## src/rtl/pc_fetch_unit.sv

```systemverilog
// Instruction-fetch front end: PC register, one-shot imem request/response handshake,
// latched instruction, retire counter and sticky illegal-target trap.
//   state | meaning
//   FETCH | imem_req high for one cycle at imem_addr = pc
//   WAIT  | waiting for imem_rvalid, latch imem_rdata on arrival
//   HOLD  | instr valid for pc, waiting for an unstalled advance
//   ERR   | illegal next-PC taken, fetching stopped until reset
module pc_fetch_unit #(
  parameter logic [31:0] RESET_PC = 32'h0000_3000,
  parameter logic [31:0] PC_MIN   = 32'h0000_3000,
  parameter logic [31:0] PC_MAX   = 32'h0000_6FFC
) (
  input  logic        clk,
  input  logic        reset,
  input  logic [31:0] npc_in,
  input  logic        advance,
  input  logic        stall,
  output logic        imem_req,
  output logic [31:0] imem_addr,
  input  logic        imem_rvalid,
  input  logic [31:0] imem_rdata,
  output logic [31:0] pc,
  output logic [31:0] pc4,
  output logic [31:0] instr,
  output logic        instr_valid,
  output logic        fetch_err,
  output logic [31:0] retire_cnt
);

  localparam logic [1:0] ST_FETCH = 2'd0;
  localparam logic [1:0] ST_WAIT  = 2'd1;
  localparam logic [1:0] ST_HOLD  = 2'd2;
  localparam logic [1:0] ST_ERR   = 2'd3;

  logic [1:0] state;
  logic       npc_illegal;

  assign npc_illegal = (npc_in[1:0] != 2'b00) || (npc_in < PC_MIN) || (npc_in > PC_MAX);

  // Gating with reset keeps the strobe low while reset is being applied.
  assign imem_req  = (state == ST_FETCH) && reset;
  assign imem_addr = pc;
  assign pc4       = pc + 32'd4;

  always_ff @(posedge clk) begin
    if (!reset) begin
      state       <= ST_FETCH;
      pc          <= RESET_PC;
      instr       <= 32'd0;
      instr_valid <= 1'b0;
      fetch_err   <= 1'b0;
      retire_cnt  <= 32'd0;
    end else begin
      case (state)
        ST_FETCH: state <= ST_WAIT;
        ST_WAIT: begin
          if (imem_rvalid) begin
            instr       <= imem_rdata;
            instr_valid <= 1'b1;
            state       <= ST_HOLD;
          end
        end
        ST_HOLD: begin
          if (advance && !stall) begin
            // Faulting target is still loaded so debug can read it back from pc.
            pc          <= npc_in;
            instr_valid <= 1'b0;
            retire_cnt  <= retire_cnt + 32'd1;
            if (npc_illegal) begin
              fetch_err <= 1'b1;
              state     <= ST_ERR;
            end else begin
              state <= ST_FETCH;
            end
          end
        end
        default: begin
          fetch_err   <= 1'b1;
          instr_valid <= 1'b0;
        end
      endcase
    end
  end

endmodule

```

## config.mk

```make
export PLATFORM = sky130hd
export DESIGN_NAME = pc_fetch_unit
export DESIGN_NICKNAME = d
export VERILOG_FILES = /design/src/rtl/pc_fetch_unit.sv
export SDC_FILE = /design/constraint.sdc
export NUM_CORES = 1
export LEC_CHECK = 0
export ABC_AREA = 1
export ABC_CLOCK_PERIOD_IN_PS = 2500
export CAP_MARGIN = 20
export CORE_UTILIZATION = 40
export DETAILED_ROUTE_END_ITERATION = 6
export GPL_ROUTABILITY_DRIVEN = 0
export PLACE_DENSITY = 0.75
export SLEW_MARGIN = 25
export SYNTH_ARGS = -nofsm -noshare
export SYNTH_HDL_FRONTEND = slang
export SYNTH_SLANG_ARGS = --single-unit
```

## constraint.sdc

```tcl
create_clock -name clk -period 2.5 [get_ports clk]
set_input_delay 0.5 -clock clk [delete_from_list [all_inputs] [get_ports clk]]
set_output_delay 0.5 -clock clk [all_outputs]
set_load 0.02 [all_outputs]
```

* After elaboration in Yosys (flattened, before gate mapping) *
Index checks and enable logic that the tools add are counted.

word-level totals
  memories kept = 0
  bits in latches = 0
  bits in read-only memories = 0
  word-level logic and storage cells = 41
  output and inout bits = 163
  memory bits (writable) = 0
  register bits after elaboration = 100

operators by class
  multipliers = 0
  shift-type cells = 0
  equal/unequal tests = 5
  reductions and logical operators = 14
  order comparisons = 2
  $add $sub $neg = 2
  divide/modulo/power cells = 0
  muxes and demuxes = 10
  bitwise gates (word level) = 2

operators by type and width
  kind                                                              number
  adder 32 x 1 -> 32 bit (second input constant)                    1
  adder 32 x 3 -> 32 bit (second input constant)                    1
  greater-than comparator 32 x 15 -> 1 bit (second input constant)  1
  less-than comparator 32 x 14 -> 1 bit (second input constant)     1
  AND reduction 3 bit                                               3
  2-to-1 mux 2 bit                                                  3
  != test 2 bit (second input constant)                             3
  one-hot mux 2 bit (3 select lines)                                1
  2-to-1 mux 1 bit                                                  4
  AND reduction 2 bit                                               2
  one-hot mux 1 bit (3 select lines)                                1
  nonzero test 3 bit                                                1
  == test 2 x 1 -> 1 bit (second input constant)                    1
  == test 2 bit (second input constant)                             1
  logical AND 1 bit                                                 2
  zero test 2 bit                                                   1
  logical OR 1 bit                                                  2
  inverter 1 bit                                                    2
  one-hot mux 1 bit (2 select lines)                                1
  nonzero test 2 bit                                                1
  OR reduction 2 bit                                                1
  zero test 1 bit                                                   1

* Depth between registers and ports, before layout *
Gate-level depths: netlist of run 1.

  word-level depth = 6
  depth in mapped cells = 11
  gate-level depth less buffers = 10

* Least setup slack after synthesis of run 1 *
No wires, ideal clock.

  path type = reg-to-output
  from = register pc[3], in the netlist imem_addr[3]
  to = output port pc4[30]
  path buffers = 0
  stages on the path, launching flop included = 10
  required time = 2000 ps
  data arrival time = 1722 ps
  slack = 278 ps
  cells stage by stage = dfxtp_1 ha_1 nand2_1 inv_1 nand2_1 nor2_4 nand3_2 nor2_2 nand2_1 xor2_1

between the ends
  cells in the longest elaborated chain, start to end = 1

ends and longest elaborated chain
  element                 line  RTL
  from (decl)             22    output logic [31:0] pc,
  from (signal assigned)  66    pc <= npc_in;
  adder 32 x 3 -> 32 bit  43    assign pc4 = pc + 32'd4;
  to (decl)               23    output logic [31:0] pc4,

Every way passes these cells.

* Worst setup path in the final report of run 1 *
  from = register pc[6], in the netlist imem_addr[6]
  to = output port pc4[10]

Same word-level chain as after synthesis.

==> results.toml, run 1 <==
[setup_path]
r2r-start = "state[0]"
cp_data_required_time_ns = 2.00
max_stage_delay_ns = 0.34
critPathMostFrequentCell = "buf_4"
reg2reg_to = "retire_cnt[23]"
crit_path_cell_trace = "buf_4 -> inv_1 -> nor3_1 -> nand2_1 -> buf_4 -> xor2_1 -> clkdlybuf4s15_1"
path_buf_inv = 4
slowest_stage = "dfxtp_1"
critPathKind = "register to output pin"
rrSetupSlack_ns = 0.64
critical_path.startpoint_type = "register"
critPathLaunch = "imem_addr[6]"
r2r_cells = 9
cp_data_arrival_time_ns = 1.92
endpoint_kind = "output pin"
critical_path.max_fanout = 4
critPathTopFamily = "buffers and inverters"

[grt]
grt_pass1_wl_um = 25800
grt_start_max_net_pins = 43
grt_pass1_vias = 5195
grtUsageTotal_pct = 24.9
grt_overflow = 0
antenna_found_initial = 0

[final_layout]
layout-drive-gt1-share_pct = 11.2
final_area_mm2 = 0.00805
post-route-util_pct = 63.0
antennaDiodeCount = 0
fillers = 1139
final_cells = 1183
finalNetCount = 1081
multi_input_area_mm2 = 0.00273
syn2layout_area_growth_pct = 52.3
seq_area_mm2 = 0.00200

[clock_tree]
cts_sinks = 100
cts-root-buf = "clkbuf_16"
post_cts_buffers = 0
cts_tree = "built"
numCtsBuffers = 9
cts_buffer_depth = 2
path_clk_slew_ns = 0.07
htree_levels = 3
clock_latency_ns = 0.35

[synth]
synth_top_area_cell = "dfxtp_1"
synthAdderAreaFrac_pct = 1.18
ys_warn_count = 0
async_flop_share_pct = 0
syn_inst = 778
yosys.area_share.simple_pct = 33.1
synth_edf_count = 0
synth_xor_area_share_pct = 4.64
yosysMostFrequentCell = "nand2_1"
synth_nets = 852
synthTopCellsByArea = "dfxtp_1 (38%), nand2_1 (12%), nor2_1 (11%), o21ai_0 (6.0%), a21oi_1 (4.9%)"
seq_area_frac_synth_pct = 37.9
synth-seq-cells = 100
synth_common_cells = "nand2_1 (171), nor2_1 (150), dfxtp_1 (100), o21ai_0 (63), inv_1 (58)"
ys_types = 36
synth-main-ff-cell = "dfxtp_1"
synth_top_family_by_area = "simple AND/OR/NAND/NOR gates"
synthMuxAreaShare_pct = 0
netlist_area_mm2 = 0.00528
avgSynthCellArea_um2 = 6.79
synth_top_area_share_pct = 37.9
synth-compound-area-share_pct = 12.0

[timing]
worst_slack_ns = 0.0797
hold_viol = 0
fin_skew_ns = 0.00553
slew_viol_final = 0
finalSetupViolCount = 0
slew-limit-headroom_pct = 65.6
layout_min_cycle_time_ns = 2.42
fin_crit_sh_pct = 96.8
holdWs_ns = 0.463
fmax_ghz = 0.413
rsz0062_at_grt = "true"
tightest_slew_ns = 0.513

[pwr]
p_per_area_mw_per_mm2 = 618
ir_drop_v = 0.000668
p_leak_nw = 3.06

[floorplanning]
rows = 41
die_h_um = 117
coreArea_mm2 = 0.0128
initial_core_util_pct = 41.4
dieArea_mm2 = 0.0137
pin_count = 232
fp.dieW_um = 117

[hold_path]
hold-path-endpoint = "instr_valid"
worstHoldPathType = "register to register"
whs_path_depth = 2
hold_start = "instr_valid"

[outcome]
status = "completed"

[drt]
antenna_left = 0
via_per_inst = 4.80
drc_errors = 0
wl_per_cell_um = 14.1
dr.first_iter.drc_count = 297
dr.pass1.iters = 5
num_vias = 5681
routed_wl_um = 16700

[placed_design]
dp_hpwl_um = 13000
placed_cell_area_mm2 = 0.00779
port_buffers = 231
dpl_worst_slack_ns = -0.0351
dp_cells = 1168

[run]
maxCapViolations = 0
## per-stage QoR
| stage | power, mW | setup TNS [ns] |
|---|---|---|
| 2_1_floorplan | 2.84 | 0 |
| 3_3_place_gp | 3.62 | 0 |
| 3_5_place_dp | 3.64 | -0.0397 |
| 4_1_cts | 5.02 | 0 |
| 5_1_grt | 5.25 | -0.169 |
| 6_report | 4.97 | 0 |
## registers in the layout, summed over array words and instances, names as in the netlist
register / count
instr_valid: 1
state: 2
instr: 32
imem_addr: 32
retire_cnt: 32
fetch_err: 1
## worst reg2reg max path: cells and delay by family (launching register included)
family | cells | cell delay [ns]
adders and majority gates | 1 | 0.25
DFF | 1 | 0.33
buffers and inverters | 1 | 0.08
and+or+nand+nor | 7 | 1.11
## timing repair
action	4_1_cts	5_1_grt
gates resized for setup	45	32
cloned	0	0
hold buffers	0	0
endpoints found under the setup margin	25	18
pin swaps	0	1
## final cells by class
cell class	count	area share, %
inverter	64	2.99
sequential	100	24.9
clock inverter	5	0.653
tap	172	2.67
clock buffer	10	2.97
timing repair buffer	276	32.0
multi-input combinational	556	33.9
## kinds of logic (layout without fill, tap and decap cells)
group | count (synthesis) | count (layout)
flops | 100 | 100
buf+inv | 122 | 355
fa+ha+maj | 5 | 5
xor+xnor | 28 | 28
compound gates | 123 | 123
simple gates | 400 | 400
## worst max-delay path by stage
stage	endpoint	slack (ns)	cells past startpoint
5_1_grt	pc4[25]	-0.06	6
4_1_cts	pc4[23]	0.002	9
6_report	pc4[10]	0.08	7
3_3_place_gp	pc4[24]	0.04	10
3_5_place_dp	pc4[24]	-0.04	10
2_1_floorplan	pc4[30]	0.28	9
## per-layer routing
layer | vias up | wire length [µm] | track usage, %
li1 | 2903 | - | -
met1 | 2530 | 6770 | 27.7
met2 | 231 | 8090 | 44.4
met3 | 17 | 1540 | 8.96
met4 | 0 | 285 | 7.34
met5 | - | 0 | 0
## placed cells by master (no fill, tap or decap), types with 6 or more instances in the layout
master and count:
nand4_1 9, nor2_1 150, inv_1 58, clkdlybuf4s50_1 204, nor3_1 9, dfxtp_1 100, nand3_2 6, nand3b_1 6
clkbuf_16 9, nand2_1 170, nor2_2 6, clkbuf_2 8, xor2_1 26, o21ai_0 63, dlygate4sd2_1 7, buf_4 48
a21oi_1 52, nor2_4 6, nand3_1 21
## where the power goes
part	total, mW	internal, mW	switching [mW]
Combinational	1.66	0.762	0.898
Clock	1.40	0.792	0.611
Sequential	1.91	1.79	0.121
Total	4.97	3.34	1.63
Note: power is estimated with default switching activity, not from simulation.
==> inputs of run 2 (changes only) <==
--- a/config.mk
+++ b/config.mk
@@ -12,6 +12,7 @@
 export DETAILED_ROUTE_END_ITERATION = 6
 export GPL_ROUTABILITY_DRIVEN = 0
 export PLACE_DENSITY = 0.75
+export RECOVER_POWER = 50
 export SLEW_MARGIN = 25
 export SYNTH_ARGS = -nofsm -noshare
 export SYNTH_HDL_FRONTEND = slang
==> run 2 against run 1 <==
Maximum frequency up 0.11%. Via count hardly changed. Clock power barely moved. Flip-flop and latch count is the same. Largest cell class unchanged. Largest power group unchanged.
==> results.toml, run 2 (synthesis results as in run 1) <==
[setup_path]
cp_data_arrival_time_ns = 1.92
cp_data_required_time_ns = 2.00
critPathTopFamily = "buffers and inverters"
max_stage_delay_ns = 0.34
path_buf_inv = 4
critPathKind = "register to output pin"
crit_path_cell_trace = "buf_4 -> inv_1 -> nor3_1 -> nand2_1 -> buf_4 -> xor2_1 -> clkdlybuf4s15_1"
endpoint_kind = "output pin"
slowest_stage = "dfxtp_1"
critPathMostFrequentCell = "buf_4"
critical_path.max_fanout = 4
critical_path.startpoint_type = "register"

[drt]
num_vias = 5686
dr.pass1.iters = 6
routed_wl_um = 16600
via_per_inst = 4.81
dr.first_iter.drc_count = 299
drc_errors = 0
wl_per_cell_um = 14.1
antenna_left = 0

[final_layout]
final_cells = 1183
antennaDiodeCount = 0
final_cell_mix = "nand2_1 (170), clkdlybuf4s50_1 (153), nor2_1 (152)"
fillers = 1149
layout-drive-gt1-share_pct = 10.2
final_common_cell = "nand2_1"
post-route-util_pct = 62.6
finalNetCount = 1081
final_area_mm2 = 0.00799
syn2layout_area_growth_pct = 51.3

[placed_design]
dpl_worst_slack_ns = -0.0351
dp_hpwl_um = 13000
placed_cell_area_mm2 = 0.00779
dp_cells = 1168
port_buffers = 231

[clock_tree]
path_clk_slew_ns = 0.07
cts_sinks = 100
hold_buffers = 0
clock_latency_ns = 0.35
cts_tree = "built"
cts-root-buf = "clkbuf_16"
numCtsBuffers = 9
cts_buffer_depth = 2
htree_levels = 3

[timing]
slew_viol_final = 0
worst_slack_ns = 0.0823
layout_min_cycle_time_ns = 2.42
finalSetupViolCount = 0
tightest_slew_ns = 0.761
hold_viol = 0
slew-limit-headroom_pct = 49.3
fin_crit_sh_pct = 96.7
fmax_ghz = 0.414
rsz0062_at_grt = "true"
fin_skew_ns = 0.00542

[pwr]
p_leak_nw = 3.18
ir_drop_v = 0.000661
p_per_area_mw_per_mm2 = 614
finalPower_mw = 4.90

[floorplanning]
dieArea_mm2 = 0.0137
pin_count = 232
die_h_um = 117
coreArea_mm2 = 0.0128
initial_core_util_pct = 41.4
rows = 41
fp.dieW_um = 117

[grt]
grtUsageTotal_pct = 24.9
grt_pass1_wl_um = 25800
grt_pass1_vias = 5195
grt_start_max_net_pins = 43
grt_overflow = 0
antenna_found_initial = 0

[outcome]
status = "completed"

[hold_path]
worstHoldPathType = "register to register"

[run]
maxCapViolations = 0
[run 2: cell types whose count changed in the layout (fill, tap and decap cells not counted), sizes merged]
cell / before / now
clkdlybuf4s50: 204 / 153
dlygate4sd3: 0 / 51
buf: 53 / 47
clkbuf: 18 / 24
[run 2: report_power, final]
group,switching [mW],leakage (nW),internal [mW],total [mW]
Sequential,0.114,0.811,1.79,1.90
Combinational,0.896,2.23,0.705,1.60
Clock,0.609,0.144,0.793,1.40
[run 2: tightest hold or removal path, stage by stage, from the launching register on]
cell and delay (ns):
dfxtp_1 0.31, inv_1 0.04, a211oi_1 0.06
[run 2: metal layers]
metal | track usage [%] | part of all wire (%)
met1 | 27.7 | 41
met2 | 44.4 | 48
met4 | 7.34 | 1.7
met3 | 8.96 | 9.4
met5 | 0 | 0
[run 2: final timing paths]
path,startpoint,slack (ns),end,cells past startpoint
worst max-delay path,imem_addr[6],0.08,pc4[10],7
worst min register to register,instr_valid,0.46,instr_valid,2
worst max register to register,state[0],0.38,imem_addr[3],7
worst min-delay path,instr_valid,0.46,instr_valid,2
[run 2: what timing repair did]
action / 4_1_cts / 5_1_grt
buffers inserted: 0 / 0
pin swaps: 0 / 1
gates resized for setup: 45 / 32
setup endpoints to repair: 25 / 18
[run 2: metrics by stage]
step	TNS (ns)	hold slack, ns
after global routing	-0.169	0.504
after global placement	0	0.453
final	0	0.460
after floorplan	0	0.531
after detailed placement	-0.0397	0.457
after CTS	0	0.470
[run 2: cell type report]
class	instances	area, µm²	area share (%)
clock inverter	5	52.6	0.658
clock buffer	10	239	2.99
sequential	100	2000	25.1
tap	172	215	2.69
multi-input combinational	556	2680	33.6
timing repair buffer	276	2560	32.0
inverter	64	240	3.01
